## src/rtl/voq_scheduler_if.sv

```systemverilog
// ---------------------------------------------------------------------------
// voq_scheduler_if
//   Bundles the request side (sched_en, voq_req, egress_full) and the match
//   side (match_valid, match_grant, ingress_send, slot_done, busy) of the
//   crossbar scheduler into one connection.
//
//   Parameter:
//     N_PORTS      number of ingress/egress ports
//   Signals:
//     sched_en     scheduling enable (level), driven from the ctrl register
//     voq_req      bit [i*N_PORTS+j]: ingress i holds a cell for egress j
//     egress_full  bit j: egress j buffer full, masks column j
//     match_valid  match outputs valid for the current slot
//     match_grant  same layout as voq_req, at most one bit per row/column
//     ingress_send bit i: ingress i matched this slot
//     slot_done    one-cycle pulse on the last cycle of a slot
//     busy         scheduler is not idle
//   Modports:
//     master       requester side (ingress blocks / control)
//     slave        the scheduler itself
// ---------------------------------------------------------------------------
interface voq_scheduler_if #(
  parameter int N_PORTS = 4
);

  logic                           sched_en;
  logic [N_PORTS*N_PORTS-1:0]     voq_req;
  logic [N_PORTS-1:0]             egress_full;
  logic                           match_valid;
  logic [N_PORTS*N_PORTS-1:0]     match_grant;
  logic [N_PORTS-1:0]             ingress_send;
  logic                           slot_done;
  logic                           busy;

  modport master (
    output sched_en, voq_req, egress_full,
    input  match_valid, match_grant, ingress_send, slot_done, busy
  );

  modport slave (
    input  sched_en, voq_req, egress_full,
    output match_valid, match_grant, ingress_send, slot_done, busy
  );

endinterface

```

## src/rtl/voq_scheduler.sv

```systemverilog
// ---------------------------------------------------------------------------
// voq_scheduler
//   Crossbar scheduler for the N-port switch. Each slot it latches the
//   eligible virtual-output-queue requests (columns of full egresses
//   removed), computes a conflict-free ingress->egress match with iSLIP
//   (round-robin grant, then round-robin accept), holds it for SLOT_CYCLES
//   clock cycles and then re-arbitrates.
//
//   Parameters:
//     N_PORTS      number of ingress and egress ports (power of 2, >= 2)
//     SLOT_CYCLES  clock cycles a match is held (>= 1)
//   Ports:
//     clk_i        system clock
//     rst_ni       asynchronous active-low reset
//     sched_if     voq_scheduler_if.slave (requests in, match out)
//
//   Build option:
//     SCHED_MULTI_ITER_EN  when defined, adds an ARB2 state that runs a
//                          second grant/accept iteration over the ports
//                          left unmatched by the first one. Pointers only
//                          move on first-iteration accepts.
// ---------------------------------------------------------------------------
module voq_scheduler #(
  parameter int N_PORTS     = 4,
  parameter int SLOT_CYCLES = 16
) (
  input  logic             clk_i,
  input  logic             rst_ni,
  voq_scheduler_if.slave   sched_if
);

  localparam int NN = N_PORTS * N_PORTS;
  localparam int PW = $clog2(N_PORTS);
  localparam int CW = (SLOT_CYCLES > 1) ? $clog2(SLOT_CYCLES) : 1;

  typedef logic [N_PORTS-1:0][PW-1:0]      ptr_vec_t;
  typedef logic [N_PORTS-1:0][N_PORTS-1:0] mat_t;

`ifdef SCHED_MULTI_ITER_EN
  typedef enum logic [1:0] {IDLE, ARB, ARB2, XFER} state_t;
`else
  typedef enum logic [1:0] {IDLE, ARB, XFER} state_t;
`endif

  state_t        state_q;
  logic [NN-1:0] req_q;
  ptr_vec_t      g_ptr_q;
  ptr_vec_t      a_ptr_q;
  logic [CW-1:0] cnt_q;
  logic          match_valid_q;
  logic [NN-1:0] match_grant_q;
  logic [N_PORTS-1:0] ingress_send_q;
  logic          slot_done_q;
  logic          busy_q;

  logic [NN-1:0] elig_d;
  logic [NN-1:0] match1_d;
  mat_t          match1_m;
`ifdef SCHED_MULTI_ITER_EN
  logic [NN-1:0] match2_d;
`endif

  // One iSLIP iteration: every egress grants the first requesting ingress
  // at/after its grant pointer, then every ingress accepts the first
  // granting egress at/after its accept pointer. Row index = ingress.
  function automatic logic [NN-1:0] islipMatch(input logic [NN-1:0] req,
                                               input ptr_vec_t   gPtr,
                                               input ptr_vec_t   aPtr);
    mat_t          reqM;
    mat_t          grantM;
    mat_t          matchM;
    logic          found;
    logic [PW-1:0] idx;
    reqM   = req;
    grantM = '0;
    matchM = '0;
    for (int j = 0; j < N_PORTS; j++) begin
      found = 1'b0;
      for (int k = 0; k < N_PORTS; k++) begin
        idx = gPtr[j] + PW'(k);
        if (!found && reqM[idx][j]) begin
          grantM[j][idx] = 1'b1;
          found          = 1'b1;
        end
      end
    end
    for (int i = 0; i < N_PORTS; i++) begin
      found = 1'b0;
      for (int k = 0; k < N_PORTS; k++) begin
        idx = aPtr[i] + PW'(k);
        if (!found && grantM[idx][i]) begin
          matchM[i][idx] = 1'b1;
          found          = 1'b1;
        end
      end
    end
    return matchM;
  endfunction

  function automatic logic [N_PORTS-1:0] rowOr(input logic [NN-1:0] m);
    mat_t               mM;
    logic [N_PORTS-1:0] r;
    mM = m;
    for (int i = 0; i < N_PORTS; i++) begin
      r[i] = |mM[i];
    end
    return r;
  endfunction

  // Full egress buffers knock out their whole column before latching.
  assign elig_d   = sched_if.voq_req & ~{N_PORTS{sched_if.egress_full}};
  assign match1_d = islipMatch(req_q, g_ptr_q, a_ptr_q);
  assign match1_m = match1_d;

`ifdef SCHED_MULTI_ITER_EN
  // Second iteration only sees rows and columns the first one left free.
  always_comb begin
    logic [N_PORTS-1:0] rowUsed;
    logic [N_PORTS-1:0] colUsed;
    mat_t               mask;
    mat_t               grantM;
    rowUsed = ingress_send_q;
    colUsed = '0;
    grantM  = match_grant_q;
    mask    = '0;
    for (int i = 0; i < N_PORTS; i++) begin
      colUsed = colUsed | grantM[i];
    end
    for (int i = 0; i < N_PORTS; i++) begin
      mask[i] = rowUsed[i] ? '0 : ~colUsed;
    end
    match2_d = islipMatch(req_q & mask, g_ptr_q, a_ptr_q);
  end
`endif

  // Scheduler FSM with all outputs registered.
  always_ff @(posedge clk_i or negedge rst_ni) begin
    if (!rst_ni) begin
      state_q        <= IDLE;
      req_q          <= '0;
      g_ptr_q        <= '0;
      a_ptr_q        <= '0;
      cnt_q          <= '0;
      match_valid_q  <= 1'b0;
      match_grant_q  <= '0;
      ingress_send_q <= '0;
      slot_done_q    <= 1'b0;
      busy_q         <= 1'b0;
    end else begin
      case (state_q)
        IDLE: begin
          slot_done_q <= 1'b0;
          if (sched_if.sched_en && (|elig_d)) begin
            req_q   <= elig_d;
            state_q <= ARB;
            busy_q  <= 1'b1;
          end
        end

        ARB: begin
          match_grant_q  <= match1_d;
          ingress_send_q <= rowOr(match1_d);
          // Only accepted pairs move pointers, one past the partner.
          for (int i = 0; i < N_PORTS; i++) begin
            for (int j = 0; j < N_PORTS; j++) begin
              if (match1_m[i][j]) begin
                g_ptr_q[j] <= PW'(i + 1);
                a_ptr_q[i] <= PW'(j + 1);
              end
            end
          end
`ifdef SCHED_MULTI_ITER_EN
          state_q <= ARB2;
`else
          cnt_q         <= CW'(SLOT_CYCLES - 1);
          match_valid_q <= 1'b1;
          slot_done_q   <= (SLOT_CYCLES == 1);
          state_q       <= XFER;
`endif
        end

`ifdef SCHED_MULTI_ITER_EN
        ARB2: begin
          match_grant_q  <= match_grant_q | match2_d;
          ingress_send_q <= ingress_send_q | rowOr(match2_d);
          cnt_q          <= CW'(SLOT_CYCLES - 1);
          match_valid_q  <= 1'b1;
          slot_done_q    <= (SLOT_CYCLES == 1);
          state_q        <= XFER;
        end
`endif

        XFER: begin
          if (cnt_q == '0) begin
            state_q        <= IDLE;
            match_valid_q  <= 1'b0;
            match_grant_q  <= '0;
            ingress_send_q <= '0;
            slot_done_q    <= 1'b0;
            busy_q         <= 1'b0;
          end else begin
            cnt_q       <= cnt_q - CW'(1);
            slot_done_q <= (cnt_q == CW'(1));
          end
        end

        default: state_q <= IDLE;
      endcase
    end
  end

  assign sched_if.match_valid  = match_valid_q;
  assign sched_if.match_grant  = match_grant_q;
  assign sched_if.ingress_send = ingress_send_q;
  assign sched_if.slot_done    = slot_done_q;
  assign sched_if.busy         = busy_q;

endmodule
```

## src/flat_wrapper.sv

```systemverilog
// flat-port wrapper written by rule: the top's interface ports become plain ports
module voq_scheduler_flat 
#(
  parameter int N_PORTS     = 4,
  parameter int SLOT_CYCLES = 16
)
  (clk_i, rst_ni, sched_if_sched_en, sched_if_voq_req, sched_if_egress_full, sched_if_match_valid, sched_if_match_grant, sched_if_ingress_send, sched_if_slot_done, sched_if_busy);
  voq_scheduler_if #(.N_PORTS(N_PORTS)) sched_if_i ();
  input  logic clk_i;
  input  logic rst_ni;
  input wire logic [$bits(sched_if_i.sched_en)-1:0] sched_if_sched_en;
  input wire logic [$bits(sched_if_i.voq_req)-1:0] sched_if_voq_req;
  input wire logic [$bits(sched_if_i.egress_full)-1:0] sched_if_egress_full;
  output wire logic [$bits(sched_if_i.match_valid)-1:0] sched_if_match_valid;
  output wire logic [$bits(sched_if_i.match_grant)-1:0] sched_if_match_grant;
  output wire logic [$bits(sched_if_i.ingress_send)-1:0] sched_if_ingress_send;
  output wire logic [$bits(sched_if_i.slot_done)-1:0] sched_if_slot_done;
  output wire logic [$bits(sched_if_i.busy)-1:0] sched_if_busy;
  assign sched_if_i.sched_en = sched_if_sched_en;
  assign sched_if_i.voq_req = sched_if_voq_req;
  assign sched_if_i.egress_full = sched_if_egress_full;
  assign sched_if_match_valid = sched_if_i.match_valid;
  assign sched_if_match_grant = sched_if_i.match_grant;
  assign sched_if_ingress_send = sched_if_i.ingress_send;
  assign sched_if_slot_done = sched_if_i.slot_done;
  assign sched_if_busy = sched_if_i.busy;
  voq_scheduler #(.N_PORTS(N_PORTS), .SLOT_CYCLES(SLOT_CYCLES)) u_core (.clk_i(clk_i), .rst_ni(rst_ni), .sched_if(sched_if_i));
endmodule
```

## config.mk

```make
export PLATFORM = sky130hd
export DESIGN_NAME = voq_scheduler_flat
export DESIGN_NICKNAME = d
export VERILOG_FILES = /design/src/rtl/voq_scheduler_if.sv /design/src/rtl/voq_scheduler.sv /design/src/flat_wrapper.sv
export SDC_FILE = /design/constraint.sdc
export NUM_CORES = 1
export LEC_CHECK = 0
export CAP_MARGIN = 20
export CELL_PAD_IN_SITES_DETAIL_PLACEMENT = 1
export CELL_PAD_IN_SITES_GLOBAL_PLACEMENT = 1
export CORE_MARGIN = 2
export CORE_UTILIZATION = 50
export CTS_BUF_LIST = sky130_fd_sc_hd__clkbuf_16
export CTS_CLUSTER_SIZE = 40
export DETAILED_ROUTE_END_ITERATION = 6
export PLACE_DENSITY_LB_ADDON = 0.3
export SYNTH_ARGS = -nofsm -noshare
export SYNTH_HDL_FRONTEND = slang
export SYNTH_SLANG_ARGS = --single-unit
```

## constraint.sdc

```tcl
create_clock -name clk_i -period 6.8 [get_ports clk_i]
set_input_delay 1.36 -clock clk_i [delete_from_list [all_inputs] [get_ports clk_i]]
set_output_delay 1.36 -clock clk_i [all_outputs]
set_load 0.005 [all_outputs]
```

Word level (Yosys, flattened, before mapping) --
Cells that the tools add are included.
Word-level totals: register bits 61, output and inout bits 23, word-level logic and storage cells 480, input port bits 23
Operators by class: equal/unequal tests 6, $add $sub $neg 25, $lt $le $gt $ge 64, reductions and logical operators 113, mux-type cells 230, bitwise gates (word level) 26
Operator list (number):
- binary-select mux 4 bit (select 2 bit) | 32
- 2-to-1 mux 4 bit | 42
- < comparator 2 x 3 -> 1 bit (second input constant) | 32
- bitwise OR 4 bit | 24
- 2-to-1 mux 2 bit | 41
- 2-to-1 mux 1 bit | 67
- demux 1 bit (select 2 bit) | 32
- >= comparator 2 x 1 -> 1 bit (second input constant) | 32
- logical AND 1 bit | 57
- adder 2 bit (second input constant) | 16
- case mux 16 bit (2 select lines) | 1
- nonzero test 4 bit | 8
- zero test 1 bit | 24
- 2-to-1 mux 3 bit | 8
- AND reduction 2 bit | 12
- adder 2 x 1 -> 2 bit (second input constant) | 8
- bitwise AND 16 bit | 1
- 2-to-1 mux 16 bit | 1
- inverter 16 bit | 1
- case mux 4 bit (2 select lines) | 2
- OR reduction 16 bit | 1
- OR reduction 4 bit | 4
- case mux 1 bit (2 select lines) | 3
- case mux 2 bit (3 select lines) | 1
- other kinds (11) | 14

Longest topological paths before layout --
depth in word-level cells 28, gate-level depth with buffers 15

Worst setup path after synthesis --
Ideal clock, no wire load.
path kind register -> register, start register u_core.g_ptr_q[0] (netlist name), end register u_core.ingress_send_q[3] (netlist: u_core.sched_if.ingress_send[3]), required time 6.679 ns, path buffers 2, slack 2.859 ns, library setup time 0.121 ns, stages on the path, launching flop included 15, data arrival time 3.820 ns, period minus slack after synthesis 3.941 ns, path through dfrtp_1 > buf_2 > inv_1 > ha_1 > buf_2 > mux4_2 > nor2b_1 > a22o_1 > a31oi_2 > nand2_1 > mux4_2 > a221o_1 > a211oi_2 > nand4_1 > a22o_1
Between the ends: cells in the longest elaborated chain, start to end 26, elaborated cells between the ends (all ways) 73, those cells by class add/sub (3); order compare (8); mux (39); bitwise (6); reduce/logical (17)
RTL lines:
- from (decl) | RTL line voq_scheduler.sv:47 | ptr_vec_t g_ptr_q;
- from (signal, indexed assignment) | RTL line voq_scheduler.sv:167 | g_ptr_q[j] <= PW'(i + 1);
- parallel branches: the longest is 11 deep, another holds < comparator 2 x 3 -> 1 bit
- 2-to-1 mux 4 bit * | RTL line voq_scheduler.sv:81 | if (!found && reqM[idx][j]) begin
- binary-select mux 4 bit (select 2 bit) | RTL line voq_scheduler.sv:91 | if (!found && grantM[idx][i]) begin
- 2-to-1 mux 4 bit (not written as such) | RTL line voq_scheduler.sv:91
- 2-to-1 mux 1 bit | RTL line voq_scheduler.sv:91
- zero test 1 bit | RTL line voq_scheduler.sv:91
- logical AND 1 bit | RTL line voq_scheduler.sv:91
- 2-to-1 mux 1 bit | RTL line voq_scheduler.sv:91
- zero test 1 bit | RTL line voq_scheduler.sv:91
- logical AND 1 bit | RTL line voq_scheduler.sv:91
- 2-to-1 mux 1 bit | RTL line voq_scheduler.sv:91
- zero test 1 bit | RTL line voq_scheduler.sv:91
- logical AND 1 bit | RTL line voq_scheduler.sv:91
- 2-to-1 mux 4 bit * | RTL line voq_scheduler.sv:91
- OR reduction 4 bit * | RTL line voq_scheduler.sv:105 | r[i] = |mM[i];
- case mux 4 bit (2 select lines) * | RTL line voq_scheduler.sv:150 | case (state_q)
- to (signal assigned) | RTL line voq_scheduler.sv:162 | ingress_send_q <= rowOr(match1_d);
- to (decl) | RTL line voq_scheduler.sv:52 | logic [N_PORTS-1:0] ingress_send_q;
Every way passes the cells marked *. The select of a mux whose other input is x is not followed. A chain may end at the register's enable or synchronous reset.

Worst setup path after layout --
Same ends and word-level chain as after synthesis.

==> results.tsv <==
stage	metric	value	unit
route	drtIter0Drc	336	
place	post-dp-hpwl	12920	µm
clock_network	cts.sinks	61	
yosys	synth_top_cells_by_area	dfrtp_1 (27%), ha_1 (12%), mux4_2 (6.7%)	
die	placeableCoreArea	11270	µm²
layout	areaGrowthSynthToFinish	14.66	%
yosys	synth_ff_type	dfrtp_1	
critical_path	crit_required	7.03	ns
place	place_inst	792	
die	num_rows	39	
status	outcome	finished, final reports clean	
critical_path	rr_endpoint	u_core.sched_if.ingress_send[3]	
die	dieArea	12320	µm²
place	place_congestion	0.9408	
yosys	syn_area	5725	µm²
place	port_buffers	45	
clock_network	clk_pin_slew_worst_paths	0.06	ns
clock_network	htree_levels	3	
yosys	postSynth.asyncResetShare	100.0	%
sta	max_slew.worst_pin.slew	0.9495	ns
critical_path	cp_max_fo	13	
yosys	synthCells	624	
critical_path	rr_startpoint	u_core.g_ptr_q[0]	
die	die_x	111.0	µm
global_route	gr-total-overflow	0	
job	cap_violations	0	
sta	clock.fmax	0.2042	GHz
route	drc	0	
layout	nets	739	
yosys	seq_area_frac_synth	26.66	%
clock_network	ctsRootBufferMaster	clkbuf_16	
route	first_pass_iters	4	
die	ioPinCount	46	
yosys	synth.top_cell.area_share	26.66	%
yosys	synth.net_count	703	
sta	slew_headroom	36.70	%
route	wl_per_cell	21.53	µm
layout	n_antenna_cell	0	
route	vias	5305	
layout	stdcell_count	808	
route	wirelength	17400	µm
yosys	yosysUniqueCellTypes	75	
sta	skew	0.007068	ns
clock_network	hold_buffers	0	
clock_network	cts_tree	done	
critical_path	worstSetupStartpointType	register	
clock_network	post_cts_resize_count	0	
sta	setup_tns	0	ns
critical_path	arrival	5.12	ns
sta	hold_viol_final	0	
sta	min_period	4.898	ns
min_path	hp-class	register to register	
critical_path	crit_start	u_core.g_ptr_q[0]	
global_route	grt_start_max_net_pins	62	
critical_path	reg2reg_slack	1.90	ns
yosys	yosysMostFrequentCell	dfrtp_1	
clock_network	cts_buffer_depth	2	
global_route	grt_pass1_vias	5711	
route	vias_per_cell	6.566	
min_path	min_to	u_core.sched_if.busy	
die	fp.dieH	111.0	µm
global_route	grt_pass1_wl	29530	µm
min_path	hp-start	u_core.sched_if.busy	
route	drtAntennaViolNets	0	
sta	timing.hold.ws	0.4770	ns
die	initial_core_util	50.79	%
clock_network	clk_latency	0.35	ns
min_path	min_delay_path_depth	2	
yosys	yosysWarnings	0	
clock_network	cts_buffers	9	
sta	finalCritPeriodShare	72.03	%
yosys	yosysTopAreaCell	dfrtp_1	
critical_path	path_class	register to register	
sta	setup_viol	0	
sta	maxSlewViolCount	0	
yosys	netlist_top_cells_count	dfrtp_1 (61), ha_1 (56), nand2_1 (48)	
clock_network	post_cts_buffers	0	
global_route	antenna_found_initial	0	
critical_path	cp-end-kind	register	
layout	drive_above_1_share	10.98	%
sta	rsz0062_at_grt	no	
yosys	synth-seq-cells	61	
global_route	grt_usage	29.60	%
yosys	synth_edf_count	0	
critical_path	reg2reg_depth	12	
yosys	synth_area_per_cell	9.175	µm²
==> through the flow <==
step / utilization, % / setup WS [ns] / instance area, µm²
after floorplan: - / 2.859 / 5725
after global placement: 55.58 / 2.216 / 6265
after detailed placement: 55.58 / 2.079 / 6265
after CTS: 58.24 / 2.020 / 6565
after global routing: 58.24 / 1.645 / 6565
final: 58.24 / 1.902 / 6565
==> critical path, cell delays in order (launching register included) <==
cell	delay, ns
dfrtp_1	0.65
inv_1	0.22
ha_1	0.49
mux4_2	0.56
nor2b_1	0.20
a22o_1	0.21
a31oi_2	0.36
nand2_1	0.10
mux4_2	0.56
a221o_1	0.41
a211oi_2	0.61
nand4_1	0.17
a22o_1	0.23
==> per-layer routing <==
layer / part of all wire (%) / GRT usage, %
met5: 0 / 0
met3: 4.0 / 5.522
met4: 2.6 / 10.62
met2: 51 / 51.74
met1: 43 / 36.64
==> placed cells by master (no fill, tap or decap), types with 4 or more instances in the layout <==
master and instances:
or3_1 7, a221oi_1 8, nor3_1 12, inv_1 39
a221o_1 15, a32o_1 4, a31oi_1 6, and2_1 13
a22o_1 13, o22a_1 7, buf_4 4, mux2i_1 5
or3b_2 4, a211o_1 4, nand2_1 48, nand4_1 4
nor2b_1 8, ha_1 56, o21ai_0 43, a21oi_1 28
nand3_1 37, clkbuf_16 9, nand3b_1 4, nor2_1 30
and3_1 6, mux4_2 17, clkdlybuf4s50_1 44, a32oi_1 4
nand2b_1 26, o22ai_1 8, o31ai_1 8, a221oi_2 4
dfrtp_1 61, a211oi_1 6
==> registers in the layout, indices dropped and copies added (netlist names), 2 cells and up <==
name,cells
u_core.req_q,16
u_core.sched_if.match_grant,16
u_core.a_ptr_q,8
u_core.g_ptr_q,8
u_core.cnt_q,4
u_core.sched_if.ingress_send,4
u_core.state_q,2
==> kinds of logic (layout without fill, tap and decap cells) <==
family                     after synthesis  after routing  share of synthesized area, %
DFF                                     61             61                         26.66
muxes                                   25             25                         8.151
adders and majority gates               56             56                         12.24
AOI/OAI and AO/OA                      202            202                         27.73
buffers and inverters                   64            105                         4.764
and+or+nand+nor                        216            216                         20.46
==> layout make-up <==
class	count	area (µm²)
clock buffers	9	225.2
clock inverters	7	75.07
fillers	1315	4707
inverters	40	150.1
multi-input cells	499	3934
flip-flops and latches	61	1526
well taps	143	178.9
repair buffers	49	475.5
==> worst max-delay path by stage <==
stage,cells past startpoint,endpoint
2_1_floorplan,14,u_core.sched_if.ingress_send[3]
3_3_place_gp,12,u_core.g_ptr_q[4]
3_5_place_dp,12,u_core.a_ptr_q[6]
4_1_cts,12,u_core.sched_if.ingress_send[3]
5_1_grt,12,u_core.sched_if.ingress_send[3]
6_report,12,u_core.sched_if.ingress_send[3]
Power is left out: the tool's default activity adds up to more than one toggle a clock period on the data nets, which glitch-free logic cannot reach.
==> variant, RTL diff (same flow settings) <==
Re-encode `state_t` (3 states) as one-hot, 3 bits wide.
--- a/src/rtl/voq_scheduler.sv
+++ b/src/rtl/voq_scheduler.sv
@@ -39,7 +39,7 @@
 `ifdef SCHED_MULTI_ITER_EN
   typedef enum logic [1:0] {IDLE, ARB, ARB2, XFER} state_t;
 `else
-  typedef enum logic [1:0] {IDLE, ARB, XFER} state_t;
+  typedef enum logic [2:0] {IDLE = 3'b001, ARB = 3'b010, XFER = 3'b100} state_t;
 `endif
 
   state_t        state_q;
Check against the original RTL: same outputs for any inputs over 4 cycles, from zero or initial values and one cycle with rst_ni low; so few cycles prove little.
==> variant against the original RTL <==
Via count is 4.5% lower. Non-clock buffer count fell by 1. Synthesized area increased by 1.2%. Sequential cell count grew 1. Critical path depth stayed put. Critical endpoint is now u_core.sched_if.ingress_send[0]. Cell count is 2.4% lower. Largest cell class unchanged. Cell area is 0.90% higher. Wire length shrank 4.0%. Clock skew fell by 0.59 ps. Worst setup slack better by 380 ps.
Power is left out: the tool's default activity adds up to more than one toggle a clock period on the data nets, which glitch-free logic cannot reach.
==> variant: results <==
group,metric,value,unit
status,status,"completed",
grt,first_global_vias,5430,
cells_and_area,multi_input_cells,471,
cells_and_area,clkbuf_count,9,
grt,grt_util_met3,0.06315,
drt,met2WireLength,8291,um
synthesis,yosysWarnings,0,
clocking,clockBufferDepth,2,
synthesis,ys_types,86,
cells_and_area,seq_share,0.2344,
cells_and_area,n_all_buffers,48,
synthesis,ys_ff_latch,62,
drt,drt_pass1_iterations,5,
critical_path,cpMaxStageDelayCell,"dfrtp_1",
cells_and_area,multi_input_area_share,0.5999,
drt,drt_iter0_drc,320,
sta,slew_headroom,0.3253,
place,placed_area,6357,um2
grt,use_met2,0.4731,
clocking,clk_pin_slew_worst_paths,60,ps
place,pre_cts_ws,2411,ps
sta,fin_crit,4519,ps
cells_and_area,fillers,1297,
cells_and_area,nets,720,
drt,vias,5067,
cells_and_area,clk_share,0.04023,
sta,finalClockSkew,6.482,ps
cells_and_area,layout.non_clock_inverters,49,
synthesis,synthArstFlopShare,1.000,
place,place_congestion,0.8674,
cells_and_area,nonClkBufAreaFrac,0.07065,
synthesis,yosysSeqAreaShare,0.2680,
cells_and_area,seqCellArea,1553,um2
synthesis,synth_nets,679,
clocking,cts-resized-gates,0,
grt,grt_max_degree,63,
cells_and_area,final_cells,789,
cells_and_area,n_antenna_cell,0,
synthesis,synth_common_cells,"dfrtp_1 (61), ha_1 (56), inv_1 (48)",
critical_path,crit_family,"compound AO/OA/AOI/OAI gates",
cells_and_area,drive_gt1_frac,0.1238,
clocking,root_buffer,"clkbuf_16",
grt,use_met1,0.3360,
grt,grt_usage,0.2768,
synthesis,ys_top_cells_by_area,"dfrtp_1 (26%), ha_1 (12%), mux4_2 (7.0%)",
critical_path,cp.arrival,4680,ps
critical_path,rrSetupSlack,2280,ps
critical_path,cpPeakStageDelay,670,ps
cells_and_area,area_growth,14.32,%
synthesis,synthCells,600,
place,place_hpwl,12460,um
place,post-place-cells,773,
critical_path,crit_fanout,10,
drt,wl_met1,7245,um
grt,grt_pass1_wl,27540,um
sta,hold_ws,495.8,ps
drt,wl_met3,630,um
drt,wirelength,16700,um
variant: cells by family (layout without fill, tap and decap cells):
family / Yosys count / count (layout) / synth area share
AOI/OAI and AO/OA: 198 / 198 / 0.2721
and+or+nand+nor: 185 / 185 / 0.1885
buffers and inverters: 67 / 113 / 0.04729
DFF: 62 / 62 / 0.2680
adders and majority gates: 56 / 56 / 0.1209
muxes: 31 / 31 / 0.1017
xor gates and xnor gates: 1 / 1 / 0.001512
variant: path summary, 6_finish.rpt:
kind / from / endpoint / cells past startpoint
worst max-delay path: u_core.g_ptr_q[6] / u_core.sched_if.ingress_send[0] / 12
worst min-delay path: u_core.sched_if.match_valid / u_core.sched_if.match_valid / 2
worst max register to register: u_core.g_ptr_q[6] / u_core.sched_if.ingress_send[0] / 12
worst min register to register: u_core.sched_if.match_valid / u_core.sched_if.match_valid / 2
max in group asynchronous: rst_ni / u_core.req_q[1] / 2
min in group asynchronous: rst_ni / u_core.sched_if.ingress_send[0] / 2
